<file path="src/rtl/cond_pkg.sv">
// Shared types and helpers for the condition/flag unit.
// Latency: n/a (declarations and a pure combinational helper only).
// Backpressure: n/a.
package cond_pkg;

    // Instruction condition field encodings
    typedef enum logic [3:0] {
        COND_EQ = 4'h0,
        COND_NE = 4'h1,
        COND_CS = 4'h2,
        COND_CC = 4'h3,
        COND_MI = 4'h4,
        COND_PL = 4'h5,
        COND_VS = 4'h6,
        COND_VC = 4'h7,
        COND_HI = 4'h8,
        COND_LS = 4'h9,
        COND_GE = 4'hA,
        COND_LT = 4'hB,
        COND_GT = 4'hC,
        COND_LE = 4'hD,
        COND_AL = 4'hE,
        COND_NV = 4'hF
    } cond_t;

    // Bit positions inside the {N,Z,C,V} flags word
    localparam int FLAG_N = 3;
    localparam int FLAG_Z = 2;
    localparam int FLAG_C = 1;
    localparam int FLAG_V = 0;

    // ALU operation codes; only arithmetic ops produce meaningful C/V
    localparam logic [1:0] ALU_ADD = 2'b00;
    localparam logic [1:0] ALU_SUB = 2'b01;
    localparam logic [1:0] ALU_AND = 2'b10;
    localparam logic [1:0] ALU_OR  = 2'b11;

    // Evaluate a condition code against a flags word
    function automatic logic cond_pass(input cond_t c, input logic [3:0] f);
        logic n, z, cy, v;
        n  = f[FLAG_N];
        z  = f[FLAG_Z];
        cy = f[FLAG_C];
        v  = f[FLAG_V];
        case (c)
            COND_EQ: cond_pass = z;
            COND_NE: cond_pass = !z;
            COND_CS: cond_pass = cy;
            COND_CC: cond_pass = !cy;
            COND_MI: cond_pass = n;
            COND_PL: cond_pass = !n;
            COND_VS: cond_pass = v;
            COND_VC: cond_pass = !v;
            COND_HI: cond_pass = cy && !z;
            COND_LS: cond_pass = !cy || z;
            COND_GE: cond_pass = (n == v);
            COND_LT: cond_pass = (n != v);
            COND_GT: cond_pass = !z && (n == v);
            COND_LE: cond_pass = z || (n != v);
            COND_AL: cond_pass = 1'b1;
            default: cond_pass = 1'b0;
        endcase
    endfunction

endpackage

</file>
<file path="src/rtl/flag_stack.sv">
// LIFO of 4-bit NZCV entries used to save/restore flags across handler nesting.
// Latency: push/pop take effect at the next edge; rd_dat is the live top entry.
// Backpressure: none; illegal push/pop is dropped and flagged by a one-cycle err pulse.
module flag_stack #(
    parameter int STACK_DEPTH = 4
) (
    input  logic       clk,
    input  logic       reset,
    input  logic       push,
    input  logic       pop,
    input  logic [3:0] wr_dat,
    output logic [3:0] rd_dat,
    output logic       pop_ok,
    output logic       full,
    output logic       empty,
    output logic       err
);

    localparam int CNT_W = $clog2(STACK_DEPTH + 1);
    localparam int IDX_W = (STACK_DEPTH > 1) ? $clog2(STACK_DEPTH) : 1;

    logic [3:0]       mem [STACK_DEPTH];
    logic [CNT_W-1:0] count;
    logic [CNT_W-1:0] count_m1;
    logic [IDX_W-1:0] wr_idx;
    logic [IDX_W-1:0] rd_idx;
    logic             push_ok;
    logic             err_nxt;

    assign full     = (count == CNT_W'(STACK_DEPTH));
    assign empty    = (count == '0);
    assign count_m1 = count - 1'b1;
    assign wr_idx   = count[IDX_W-1:0];
    assign rd_idx   = count_m1[IDX_W-1:0];
    assign rd_dat   = mem[rd_idx];

    // Accept a lone push/pop only when it fits; anything else is an error
    always_comb begin
        push_ok = push && !pop && !full;
        pop_ok  = pop && !push && !empty;
        err_nxt = (push && pop) || (push && full) || (pop && empty);
    end

    // Occupancy counter and error pulse; count stays within 0..STACK_DEPTH
    always_ff @(posedge clk or posedge reset) begin
        if (reset) begin
            count <= '0;
            err   <= 1'b0;
        end else begin
            err <= err_nxt;
            if (push_ok)
                count <= count + 1'b1;
            else if (pop_ok)
                count <= count_m1;
        end
    end

    // Entry storage; contents need no reset since count gates every read
    always_ff @(posedge clk) begin
        if (push_ok)
            mem[wr_idx] <= wr_dat;
    end

endmodule

</file>
<file path="src/rtl/cond_flag_unit.sv">
// Flags register, condition decode and control gating between decoder and datapath.
// Latency: cond_ex and gated controls are combinational; flag updates appear one cycle later.
// Backpressure: stall freezes all state and forces the gated controls low.
module cond_flag_unit
    import cond_pkg::*;
#(
    parameter int STACK_DEPTH = 4
) (
    input  logic       clk,
    input  logic       reset,
    input  logic       alu_negative,
    input  logic       alu_zero,
    input  logic       alu_carry,
    input  logic       alu_overflow,
    input  logic [1:0] alu_control,
    input  logic [3:0] cond,
    input  logic       flag_write,
    input  logic       reg_write_in,
    input  logic       mem_write_in,
    input  logic       pc_src_in,
    input  logic       stall,
    input  logic       push,
    input  logic       pop,
    output logic       cond_ex,
    output logic       reg_write,
    output logic       mem_write,
    output logic       pc_src,
    output logic [3:0] flags,
    output logic       stack_full,
    output logic       stack_empty,
    output logic       stack_err
);

    logic [3:0] flags_nxt;
    logic [3:0] stack_top;
    logic       stack_pop_ok;
    logic       flag_upd;
    logic       arith_op;

    // Condition check always uses the registered flags: no forwarding
    assign cond_ex = cond_pass(cond_t'(cond), flags);

    // Decoder controls pass only when the condition holds and the pipe is moving
    always_comb begin
        reg_write = reg_write_in && cond_ex && !stall;
        mem_write = mem_write_in && cond_ex && !stall;
        pc_src    = pc_src_in    && cond_ex && !stall;
    end

    assign flag_upd = flag_write && cond_ex && !stall && !pop;
    assign arith_op = (alu_control == ALU_ADD) || (alu_control == ALU_SUB);

    // Stack sees stall-masked requests so a stalled cycle raises no error.
    // It stores the pre-update flags; an update in the same cycle still lands.
    flag_stack #(
        .STACK_DEPTH (STACK_DEPTH)
    ) u_flag_stack (
        .clk    (clk),
        .reset  (reset),
        .push   (push && !stall),
        .pop    (pop && !stall),
        .wr_dat (flags),
        .rd_dat (stack_top),
        .pop_ok (stack_pop_ok),
        .full   (stack_full),
        .empty  (stack_empty),
        .err    (stack_err)
    );

    // Next flags: a successful pop wins, else N/Z always and C/V only for arithmetic ops
    always_comb begin
        flags_nxt = flags;
        if (stack_pop_ok) begin
            flags_nxt = stack_top;
        end else if (flag_upd) begin
            flags_nxt[FLAG_N] = alu_negative;
            flags_nxt[FLAG_Z] = alu_zero;
            if (arith_op) begin
                flags_nxt[FLAG_C] = alu_carry;
                flags_nxt[FLAG_V] = alu_overflow;
            end
        end
    end

    // Architectural flags register
    always_ff @(posedge clk or posedge reset) begin
        if (reset)
            flags <= 4'b0000;
        else
            flags <= flags_nxt;
    end

endmodule

</file>
<file path="config.mk">
export PLATFORM = sky130hd
export DESIGN_NAME = cond_flag_unit
export DESIGN_NICKNAME = d
export VERILOG_FILES = /design/src/rtl/cond_pkg.sv /design/src/rtl/flag_stack.sv /design/src/rtl/cond_flag_unit.sv
export SDC_FILE = /design/constraint.sdc
export NUM_CORES = 1
export LEC_CHECK = 0
export ABC_AREA = 1
export BUFFER_PORTS_ARGS = -buffer_cell sky130_fd_sc_hd__buf_2
export CAP_MARGIN = 20
export CORE_ASPECT_RATIO = 2
export CORE_MARGIN = 8
export CORE_UTILIZATION = 30
export DETAILED_ROUTE_END_ITERATION = 12
export PLACE_DENSITY = 0.6
export SLEW_MARGIN = 0
export SYNTH_ARGS = -nofsm -noshare
export SYNTH_HDL_FRONTEND = slang
export SYNTH_SLANG_ARGS = --single-unit
export TNS_END_PERCENT = 100
</file>
<file path="constraint.sdc">
create_clock -name clk -period 2.23 [get_ports clk]
set_input_delay 0.1115 -clock clk [delete_from_list [all_inputs] [get_ports clk]]
set_output_delay 0.1115 -clock clk [all_outputs]
set_load 0.02 [all_outputs]
</file>
# Word-level counts from Yosys, hierarchy flattened
# Memory sizes are Yosys's and may differ from the RTL's.
# Index checks and enable logic that the tools add are counted.
dict set report word_totals {
  mem_bits_rw 16
  out_inout_bits 11
  reg_bits 8
  input_bits 19
  mem_count 1
  elab_cells 75
}
dict set report classes {
  n_reduce_logical 42
  n_eq_ne 18
  add_sub_neg 2
  n_mux 8
}
# name depth word_bits rd rd_clocked_by_memory_dff wr line_no
set memory_table {}
lappend memory_table {u_flag_stack.mem 4 4 1 0 1 flag_stack.sv:22} ;# logic [3:0] mem [STACK_DEPTH];
# op count
set ops {}
lappend ops {{equality test 4 bit (second input constant)} 7}
lappend ops {{logical AND 1 bit} 20}
lappend ops {{equality test 4 x 3 -> 1 bit (second input constant)} 4}
lappend ops {{case mux 1 bit (15 select lines)} 1}
lappend ops {{zero test 1 bit} 10}
lappend ops {{equality test 4 x 2 -> 1 bit (second input constant)} 2}
lappend ops {{two-way mux 4 bit} 2}
lappend ops {{two-way mux 3 bit} 2}
lappend ops {{nonzero test 2 bit} 3}
lappend ops {{logical OR 1 bit} 5}
lappend ops {{equality test 4 x 1 -> 1 bit (second input constant)} 1}
lappend ops {{zero test 4 bit} 1}
lappend ops {{adder 3 x 1 -> 3 bit (second input constant)} 1}
lappend ops {{equality test 3 bit (second input constant)} 1}
lappend ops {{zero test 3 bit} 1}
lappend ops {{subtractor 3 x 1 -> 3 bit (second input constant)} 1}
lappend ops {{equality test 2 x 1 -> 1 bit (second input constant)} 1}
lappend ops {{zero test 2 bit} 1}
lappend ops {{two-way mux 1 bit} 2}
lappend ops {{two-way mux 2 bit} 1}
lappend ops {{AND reduction 2 bit} 1}
lappend ops {{equality test 1 bit} 1}
lappend ops {{!= test 1 bit} 1}

# Logic depth before layout (Yosys ltp)
# Gate-level depths: netlist of run 1.
dict set report logic_depth {
  ltp_word 8
  mapped_depth 13
  mapped_depth_nobuf 13
}

# Modules after synthesis
# A second synthesis of run 1 with hierarchy kept.
dict set report hier_totals {
  hier_cells 185
  area_unflattened_um2 1443.9
}
# module cells_each seq_area_each_um2 instances area_each_um2
set modules_own_cells {}
lappend modules_own_cells {flag_stack 85 580.6 1 944.7}
lappend modules_own_cells {cond_flag_unit 100 100.1 1 499.2}

# Worst setup path after synthesis of run 1
# No wires, ideal clock.
dict set report synth_timing {
  kind {reg2reg}
  start {register u_flag_stack.count[0]}
  end {memory u_flag_stack.mem[0][0], enable pin}
  required_ns 1.901
  slack_ns 0.086
  path_buffers 0
  period_less_slack_ns 2.144
  arrival_time_ns 1.815
  stages_incl_launch_ff 7
  setup_ns 0.329
  cell_sequence {dfrtp_1 clkinv_1 ha_1 ha_1 nor3_1 inv_1 nor2_1}
}
dict set report synth_between {
  elab_chain_len 5
}
# item line_no
set synth_rtl {}
lappend synth_rtl {{from (decl)} flag_stack.sv:23} ;# logic [CNT_W-1:0] count;
lappend synth_rtl {{from (signal assigned)} flag_stack.sv:52} ;# count <= count + 1'b1;
lappend synth_rtl {{from (signal assigned)} flag_stack.sv:54} ;# count <= count_m1;
lappend synth_rtl {{equality test 3 bit} flag_stack.sv:30} ;# assign full = (count == CNT_W'(STACK_DEPTH));
lappend synth_rtl {{net stack_full} cond_flag_unit.sv:29} ;# output logic stack_full,
lappend synth_rtl {{zero test 1 bit} flag_stack.sv:39} ;# push_ok = push && !pop && !full;
lappend synth_rtl {{logical AND 1 bit} flag_stack.sv:39}
lappend synth_rtl {{two-way mux 1 bit} flag_stack.sv:60} ;# if (push_ok)
lappend synth_rtl {{two-way mux 1 bit (not written as such)} flag_stack.sv:61} ;# mem[wr_idx] <= wr_dat;
lappend synth_rtl {{to (decl)} flag_stack.sv:22}
# The timed path passes the listed nets, and every way through them passes these cells.

# Worst setup path after layout of run 1
dict set report layout_timing {
  start {register u_flag_stack.count[0]}
  end {memory u_flag_stack.mem[0][2], enable pin}
}
dict set report layout_between {
  elab_chain_len 5
}
# item line_no
set layout_rtl {}
lappend layout_rtl {{equality test 3 bit} flag_stack.sv:30}
lappend layout_rtl {{zero test 1 bit} flag_stack.sv:39}
lappend layout_rtl {{logical AND 1 bit} flag_stack.sv:39}
lappend layout_rtl {{two-way mux 1 bit} flag_stack.sv:60}
lappend layout_rtl {{two-way mux 1 bit (not written as such)} flag_stack.sv:61}
# Parallel ways exist; a longest one is shown, timed or not.

==> flow_summary.ini, run 1 <==
[critical_path]
cp.arrival_ns = 1.91
reg2reg_depth = 6
reg2reg_slack_ns = 0.25
worstReg2RegEnd = u_flag_stack.mem[0][2]$_DFFE_PP_
startpoint_type = flip-flop
worst_setup_path_end_kind = flip-flop
required_ns = 2.16
crit_end = u_flag_stack.mem[0][2]$_DFFE_PP_
startpoint = u_flag_stack.count[0]$_DFFE_PP0P_
rr_startpoint = u_flag_stack.count[0]$_DFFE_PP0P_
setup.worst_path.class = reg -> reg
crit_fanout = 4

[sta]
max_slew_margin = 0.748
fmax_ghz = 0.504
rsz0062_at_grt = no
final_max_slew_viol_count = 0
setup_tns_ns = 0
fin_crit_sh = 0.889
worstMarginPinSlew_ns = 0.376
fin_crit_ns = 1.98
hold_ws_ns = 0.147
hold_viol_final = 0
setup_viol = 0
fin_skew_ns = 0.00476

[finish]
instances_no_fill = 260
area_growth_pct = 20.9
diodes = 0
drive_gt1_frac = 0.220
nets = 231
layout_commonest_cell = nand2_1
finalCoreUtilization = 0.370
mostFrequentLayoutCells = 41 x nand2_1, 28 x buf_2, 25 x nor2_1, 24 x inv_1

[logic_synthesis]
synth-seq-area-share = 0.493
synth-adder-area-share = 0.0544
synth_xor_area_frac = 0.00635
synth-edff-count = 16
ys_types = 23
synth_fp_nets = 196
synth_mux_area_frac = 0
synth.area.top_cells = edfxtp_1 35%, dfrtp_1 15%, nand2_1 11%
ys.flop_type = edfxtp_1
ys_warn_count = 0
synth-compound-area-share = 0.0725
synth_top_family_by_area = simple AND/OR/NAND/NOR gates
synthCells = 171
synthDominantAreaCellType = edfxtp_1
netlist_area_mm2 = 0.00138
synth_top_area_share = 0.348
ys_seq_elements = 24
synthSimpleGateAreaFrac = 0.292
syn_avg_cell_area_um2 = 8.07
async_flop_share = 0.333

[power_and_ir_drop]
p_per_area_mw_per_mm2 = 1060
leakage_nw = 0.821
ir_drop_mv = 0.581

[detailed_routing]
drc_errors = 0
drt_iter0_drc = 41
first_pass_iters = 4
routedWlPerCell_um = 12.4
postRouteAntennaNets = 0
vias = 1205
wl_um = 3210
vias_per_cell = 4.63

[cts]
path_clk_slew_ns = 0.08
htree_levels = 1
cts_buffer_depth = 2
cts.repair.resized = 0
root_buffer = clkbuf_8
cts.sinks = 24
postCtsHoldBufs = 1
cts_tree = yes
clk_latency_ns = 0.26
cts_buffers = 3
cts_setup_buffers = 0

[floorplanning]
fp.coreArea_mm2 = 0.00451
rows = 35
ios = 30
die_w_um = 64.0
fp.dieH_um = 112
start_util = 0.306
dieArea_mm2 = 0.00716

[placement]
place_inst = 255
globalplace.congestion = 0.786
portBuffers = 28
dp_hpwl_um = 2560

[global_routing]
grt_pass1_wl_um = 5530
grt_pass1_vias = 1257
grt_max_degree = 14
grt_use_total = 0.0907
grt_antenna_before_repair = 0
grt_overflow = 0

[hold_path]
min_path_cells = 5
hp-class = in -> reg

[status]
status = finished clean

[job]
maxCapViolCount = 0
==> worst min path at each step <==
stage	to	startpoint	slack, ns
floorplan	flags[0]$_DFFE_PP0P_	reset	-0.07
global placement	u_flag_stack.err$_DFF_PP0_	reset	0.08
detailed placement	flags[2]$_DFFE_PP0P_	reset	0.09
CTS	flags[1]$_DFFE_PP0P_	alu_carry	0.13
global route	u_flag_stack.err$_DFF_PP0_	pop	0.17
finish	flags[1]$_DFFE_PP0P_	alu_carry	0.15
==> worst max-delay path: stages (launching register included) <==
cell and delay, ns:
dfrtp_1 0.36, clkinv_1 0.09, ha_1 0.24, ha_1 0.22, nor3_1 0.27, inv_1 0.13
nor2_1 0.32
==> flip-flops by register name, summed over array words and instances (netlist names) <==
register / count
u_flag_stack.mem: 16
flags: 4
u_flag_stack.count: 3
u_flag_stack.err: 1
==> cells by family (layout without fill, tap and decap cells) <==
family                     after synthesis  count (layout)
AOI/OAI and AO/OA                       18              18
buffers and inverters                   30              64
adders and majority gates                6               6
and+or+nand+nor                         92              92
DFF                                     24              24
xor gates and xnor gates                 1               1
==> per-layer routing <==
layer  up-vias  routed length, um  track usage  part of all wire
li1        616                  -            -                 -
met1       549               1550        0.123              0.48
met2        40               1460        0.142              0.45
met3         0                205       0.0261             0.064
met4         0                  0      0.00900                 0
met5         -                  0            0                 0
==> where the power goes <==
group          switching (W)  internal [W]  total, W
clock network       0.000131      0.000157  0.000288
logic               0.000501      0.000281  0.000782
registers           0.000107      0.000593  0.000700
total               0.000739       0.00103   0.00177
==> area by class of cell <==
type	count	area (um^2)
inverters	28	105
flip-flops and latches	24	681
fillers	478	2840
repair buffers	32	173
clock buffers	4	55.1
well taps	55	68.8
multi-input cells	117	587
==> cells in the mapped netlist, types with 2 or more instances <==
| library cell | count |
|---|---|
| a21oi_1 | 4 |
| a31oi_1 | 2 |
| clkbuf_1 | 2 |
| dfrtp_1 | 8 |
| edfxtp_1 | 16 |
| ha_1 | 6 |
| inv_1 | 24 |
| inv_2 | 3 |
| nand2_1 | 41 |
| nand2_2 | 4 |
| nand3_1 | 16 |
| nor2_1 | 25 |
| nor3_1 | 2 |
| o21ai_0 | 8 |
| o21ai_1 | 2 |
==> per-stage QoR <==
step	setup WS, ns	power [W]	cell area (um^2)
final	0.247	0.00177	1670
after global routing	0.0516	0.00193	1670
after CTS	0.220	0.00179	1670
after detailed placement	0.244	0.00150	1600
after global placement	0.299	0.00148	1600
after floorplan	0.0862	0.00123	1380
Power figures use the tool's default switching activity.
==> run 2: changes to the inputs <==
ABC_AREA = default   (was 1)
SLEW_MARGIN = 20   (was 0)
==> run 2 against run 1 <==
- sequential power shrank 1%
- worst hold slack lost 0.068 ns
- clock skew shrank 0.0026 ns
- count of clock-buffer cells in the layout shrank 1
- area after synthesis grew 1.5%
- die area grew 1.2%
- global-route usage grew 0.64 points
- synthesized cell count shrank 30%
- final cell count shrank 19%
- largest cell class is now multi-input gates
==> flow_summary.ini, run 2 <==
[floorplanning]
start_util = 0.308
ios = 30
dieArea_mm2 = 0.00725
fp.dieH_um = 113
die_w_um = 64.3
fp.coreArea_mm2 = 0.00455
rows = 35

[finish]
top_register = u_flag_stack.mem
diodes = 0
nets = 181
mostFrequentLayoutCells = 27 x buf_2, 16 x edfxtp_1, 9 x buf_4
layout_commonest_cell = buf_2
drive_gt1_frac = 0.394
design_area_mm2 = 0.00175
area_growth_pct = 24.9
biggestRegsByFlops = u_flag_stack.mem (16), flags (4), u_flag_stack.count (3)
largest_reg_flops = 16
finalCoreUtilization = 0.384

[critical_path]
crit_fanout = 6
worst_setup_path_end_kind = output pin
startpoint_type = flip-flop
setup.worst_path.class = reg -> out
required_ns = 2.12
cp.arrival_ns = 2.02

[logic_synthesis]
synth-compound-area-share = 0.118
synthSimpleGateAreaFrac = 0.204
netlist_area_mm2 = 0.00140
ys_warn_count = 0
synth-seq-area-share = 0.486
synth_fp_nets = 145
synth-edff-count = 16
ys.flop_type = edfxtp_1
synthCells = 120
synthDominantAreaCellType = edfxtp_1
synth_top_family_by_area = simple AND/OR/NAND/NOR gates
ys_types = 36
synth.cells.most_frequent = 16 x edfxtp_1, 8 x dfrtp_1, 7 x a21oi_1, 7 x nand2_1, 7 x nor2_1
synth-adder-area-share = 0.0536
synth_top_area_share = 0.343
synth_mux_area_frac = 0.0643
synth_xor_area_frac = 0.0313
async_flop_share = 0.333
syn_avg_cell_area_um2 = 11.7
yosysMostFrequentCell = edfxtp_1
ys_seq_elements = 24
synth.area.top_cells = edfxtp_1 34%, dfrtp_1 14%, mux4_2 6.4%

[sta]
setup_viol = 0
fin_crit_ns = 2.13
hold_ws_ns = 0.0792
rsz0062_at_grt = no
fmax_ghz = 0.469
setup_tns_ns = 0
worstMarginPinSlew_ns = 0.409
fin_skew_ns = 0.00215
max_slew_margin = 0.726
fin_crit_sh = 0.957
final_max_slew_viol_count = 0
hold_viol_final = 0

[detailed_routing]
vias = 1084
wl_um = 3440
routedWlPerCell_um = 16.4
drt_iter0_drc = 25
drc_errors = 0
vias_per_cell = 5.16
postRouteAntennaNets = 0
first_pass_iters = 4

[cts]
path_clk_slew_ns = 0.08
cts_buffer_depth = 2
clk_latency_ns = 0.26
root_buffer = clkbuf_8
htree_levels = 1
cts.sinks = 24
cts_buffers = 3
cts_tree = yes

[hold_path]
hp-class = in -> reg

[global_routing]
grt_max_degree = 15
grt_antenna_before_repair = 0
grt_pass1_wl_um = 5450
grt_overflow = 0
grt_pass1_vias = 1133
grt_use_total = 0.0972

[placement]
dp_hpwl_um = 2690
placed_cell_area_mm2 = 0.00163
globalplace.congestion = 0.848
portBuffers = 28

[status]
status = finished clean

[power_and_ir_drop]
p_per_area_mw_per_mm2 = 1020
power_w = 0.00178
ir_drop_mv = 0.441
leakage_nw = 0.710

[job]
maxCapViolCount = 0
run 2: logic make-up after synthesis:
logic type,Yosys count
simple gates,44
fa+ha+maj,6
mux,4
compound gates,24
flops,24
xor+xnor,5
buf+inv,13
run 2: power by group:
part / switching [W] / internal [W]
registers: 0.000103 / 0.000590
clock network: 0.000130 / 0.000123
logic: 0.000435 / 0.000397
run 2: metal layers:
metal / track usage / wire length (um)
met1: 0.0941 / 1320
met2: 0.176 / 1930
met3: 0.0169 / 99
met4: 0.0674 / 93
met5: 0 / 0
run 2: worst paths after layout:
path,from,endpoint,slack (ns),depth (start not counted)
setup / recovery,flags[0]$_DFFE_PP0P_,reg_write,0.1,7
hold / removal,alu_zero,flags[2]$_DFFE_PP0P_,0.08,2
setup reg to reg,u_flag_stack.count[1]$_DFFE_PP0P_,u_flag_stack.mem[2][3]$_DFFE_PP_,0.17,6
hold reg to reg,u_flag_stack.count[2]$_DFFE_PP0P_,u_flag_stack.count[2]$_DFFE_PP0P_,0.53,1
max in group asynchronous,reset,flags[3]$_DFFE_PP0P_,1.62,3
min in group asynchronous,reset,flags[1]$_DFFE_PP0P_,0.34,3
run 2: critical path, cell delays in order (launching register included):
cell,delay (ns)
dfrtp_2,0.46
and4bb_1,0.32
a211oi_2,0.06
a311oi_2,0.35
a311oi_1,0.08
buf_4,0.17
nor3b_2,0.14
buf_2,0.18
run 2: area by class of cell:
cell class / instances / area (um^2)
multi-input cells: 83 / 713
clock buffers: 3 / 41.3
well taps: 55 / 68.8
inverters: 6 / 22.5
repair buffers: 38 / 218
clock inverters: 1 / 3.75
flip-flops and latches: 24 / 683
fillers: 473 / 2800
run 2: per-stage QoR:
| stage | std cells | worst slack, ns |
|---|---|---|
| floorplan | 120 | 0.0665 |
| global placement | 200 | 0.201 |
| detailed placement | 200 | 0.0994 |
| CTS | 205 | 0.0138 |
| global route | 210 | 0.00369 |
| finish | 210 | 0.0962 |
run 2: repair_timing:
item / 4_1_cts / 5_1_grt
endpoints found under the setup margin: 4 / 4
resized for setup: 3 / 6
buffers inserted: 0 / 5
hold endpoints to repair: 8 / 0
hold buffers: 1 / 0
pin swaps: 0 / 3
==> run 3: changes to the inputs <==
CTS_CLUSTER_DIAMETER = 150   (was default)
PLACE_DENSITY = default   (was 0.6)
PLACE_DENSITY_LB_ADDON = 0.25   (was default)
==> run 3 against run 2 <==
- worst hold slack got worse by 0.0058 ns
- largest power group unchanged
- final area up 0.93%
- largest cell class unchanged
- wire length increased by 3.1%
- combinational power fell by 2%
- sequential power about the same
==> flow_summary.ini, run 3 (same netlist as run 2, synthesis figures left out) <==
[status]
status = finished clean

[floorplanning]
rows = 35
dieArea_mm2 = 0.00725
ios = 30
fp.dieH_um = 113
start_util = 0.308
die_w_um = 64.3
fp.coreArea_mm2 = 0.00455

[power_and_ir_drop]
p_sw_frac = 0.359
internal-power_w = 0.00121
ir_drop_mv = 0.551
pwr-share-seq = 0.367
p_comb_frac = 0.433
clkPwrFrac = 0.200
netSwitchingPower_w = 0.000677
p_per_area_mw_per_mm2 = 1070
leakage_nw = 0.709

[critical_path]
cp_slowest_cell = dfrtp_2
path_buf_inv = 2
startpoint_type = flip-flop
worstReg2RegEnd = flags[2]$_DFFE_PP0P_
reg2reg_depth = 6
reg2reg_slack_ns = 0.15
cp.depth = 7
worst_setup_path_end_kind = output pin
startpoint = flags[3]$_DFFE_PP0P_
crit_fanout = 6
critPathTopFamily = compound AO/OA/AOI/OAI gates
rr_startpoint = flags[3]$_DFFE_PP0P_
crit_end = pc_src
setup.worst_path.class = reg -> out
cpPeakStageDelay_ns = 0.47
required_ns = 2.12
cp.arrival_ns = 2.02
crit_chain = nor2b_1 -> o21ai_0 -> a311oi_2 -> buf_4 -> a311oi_4 -> nor3b_1 -> buf_2

[finish]
instances_no_fill = 207
drive_gt1_frac = 0.395
diodes = 0
biggestRegsByFlops = u_flag_stack.mem (16), flags (4), u_flag_stack.count (3)
nets = 178
mostFrequentLayoutCells = 27 x buf_2, 16 x edfxtp_1
area_growth_pct = 26.1
finalCoreUtilization = 0.388
layout_commonest_cell = buf_2
largest_reg_flops = 16
top_register = u_flag_stack.mem

[placement]
portBuffers = 28
place_inst = 200
dp_hpwl_um = 2850
globalplace.congestion = 0.730

[cts]
root_buffer = clkbuf_8
cts.sinks = 24
htree_levels = 1
cts_tree = yes
cts_buffers = 3
clk_latency_ns = 0.27
cts_buffer_depth = 2
path_clk_slew_ns = 0.08

[global_routing]
grt_pass1_wl_um = 5640
grt_max_degree = 15
grt_antenna_before_repair = 0
grt_overflow = 0
grt_use_total = 0.0995
grt_pass1_vias = 1115

[detailed_routing]
drc_errors = 0
first_pass_iters = 4
routedWlPerCell_um = 17.1
postRouteAntennaNets = 0
vias_per_cell = 5.14
vias = 1063
wl_um = 3550
drt_iter0_drc = 26

[hold_path]
hp-class = in -> reg
min_path_cells = 2
hold_start = alu_negative

[sta]
hold_viol_final = 0
setup_viol = 0
final_max_slew_viol_count = 0
fin_skew_ns = 0.000951
max_slew_margin = 0.713
worstMarginPinSlew_ns = 0.430
fmax_ghz = 0.470
fin_crit_sh = 0.955
fin_crit_ns = 2.13

[job]
maxCapViolCount = 0
[run 3: how the worst min path moves through the flow]
stage / endpoint / slack [ns]
after global placement: u_flag_stack.count[2]$_DFFE_PP0P_ / 0.08
after detailed placement: u_flag_stack.count[2]$_DFFE_PP0P_ / 0.09
after global routing: flags[2]$_DFFE_PP0P_ / 0.07
final: flags[3]$_DFFE_PP0P_ / 0.07
after floorplan: flags[0]$_DFFE_PP0P_ / -0.07
after CTS: flags[3]$_DFFE_PP0P_ / 0.07
[run 3: metal layers]
layer | vias to the layer above | share of wire | track usage
met2 | 29 | 0.62 | 0.201
met5 | - | 0 | 0
met3 | 5 | 0.017 | 0.00798
li1 | 520 | - | -
met1 | 509 | 0.34 | 0.0920
met4 | 0 | 0.022 | 0.0484
[run 3: repair_timing]
action,4_1_cts,5_1_grt
gates resized for setup,3,8
pin swaps,1,4
buffers inserted,2,1
hold buffers,1,0
cloned,0,0
endpoints found under the setup margin,4,5
endpoints found under the hold margin,8,0
[run 3: final cells by class]
type / instances / area [um^2]
tap: 55 / 68.8
clock buffer: 3 / 41.3
sequential: 24 / 686
multi-input combinational: 83 / 721
inverter: 6 / 22.5
fill: 457 / 2790
timing repair buffer: 35 / 198
clock inverter: 1 / 30.0
[run 3: metrics by stage]
stage / setup WS (ns) / hold WS [ns] / total power [W] / area, um^2 / setup TNS (ns)
2_1_floorplan: 0.0665 / -0.0728 / 0.00125 / 1450 / 0
3_3_place_gp: 0.134 / 0.0828 / 0.00144 / 1630 / 0
3_5_place_dp: -0.0327 / 0.0875 / 0.00147 / 1630 / -0.0544
4_1_cts: -0.0228 / 0.0726 / 0.00188 / 1730 / -0.0415
5_1_grt: -0.00177 / 0.0699 / 0.00200 / 1770 / -0.00177
6_report: 0.100 / 0.0734 / 0.00189 / 1770 / 0
[run 3: power by group through the flow]
stage                     sequential [W]  combinational [W]  clock [W]
after floorplan                 0.000711           0.000539          0
after CTS                       0.000691           0.000815   0.000378
after global placement          0.000708           0.000732          0
after global routing            0.000708           0.000899   0.000393
after detailed placement        0.000722           0.000753          0
final                           0.000693           0.000817   0.000377
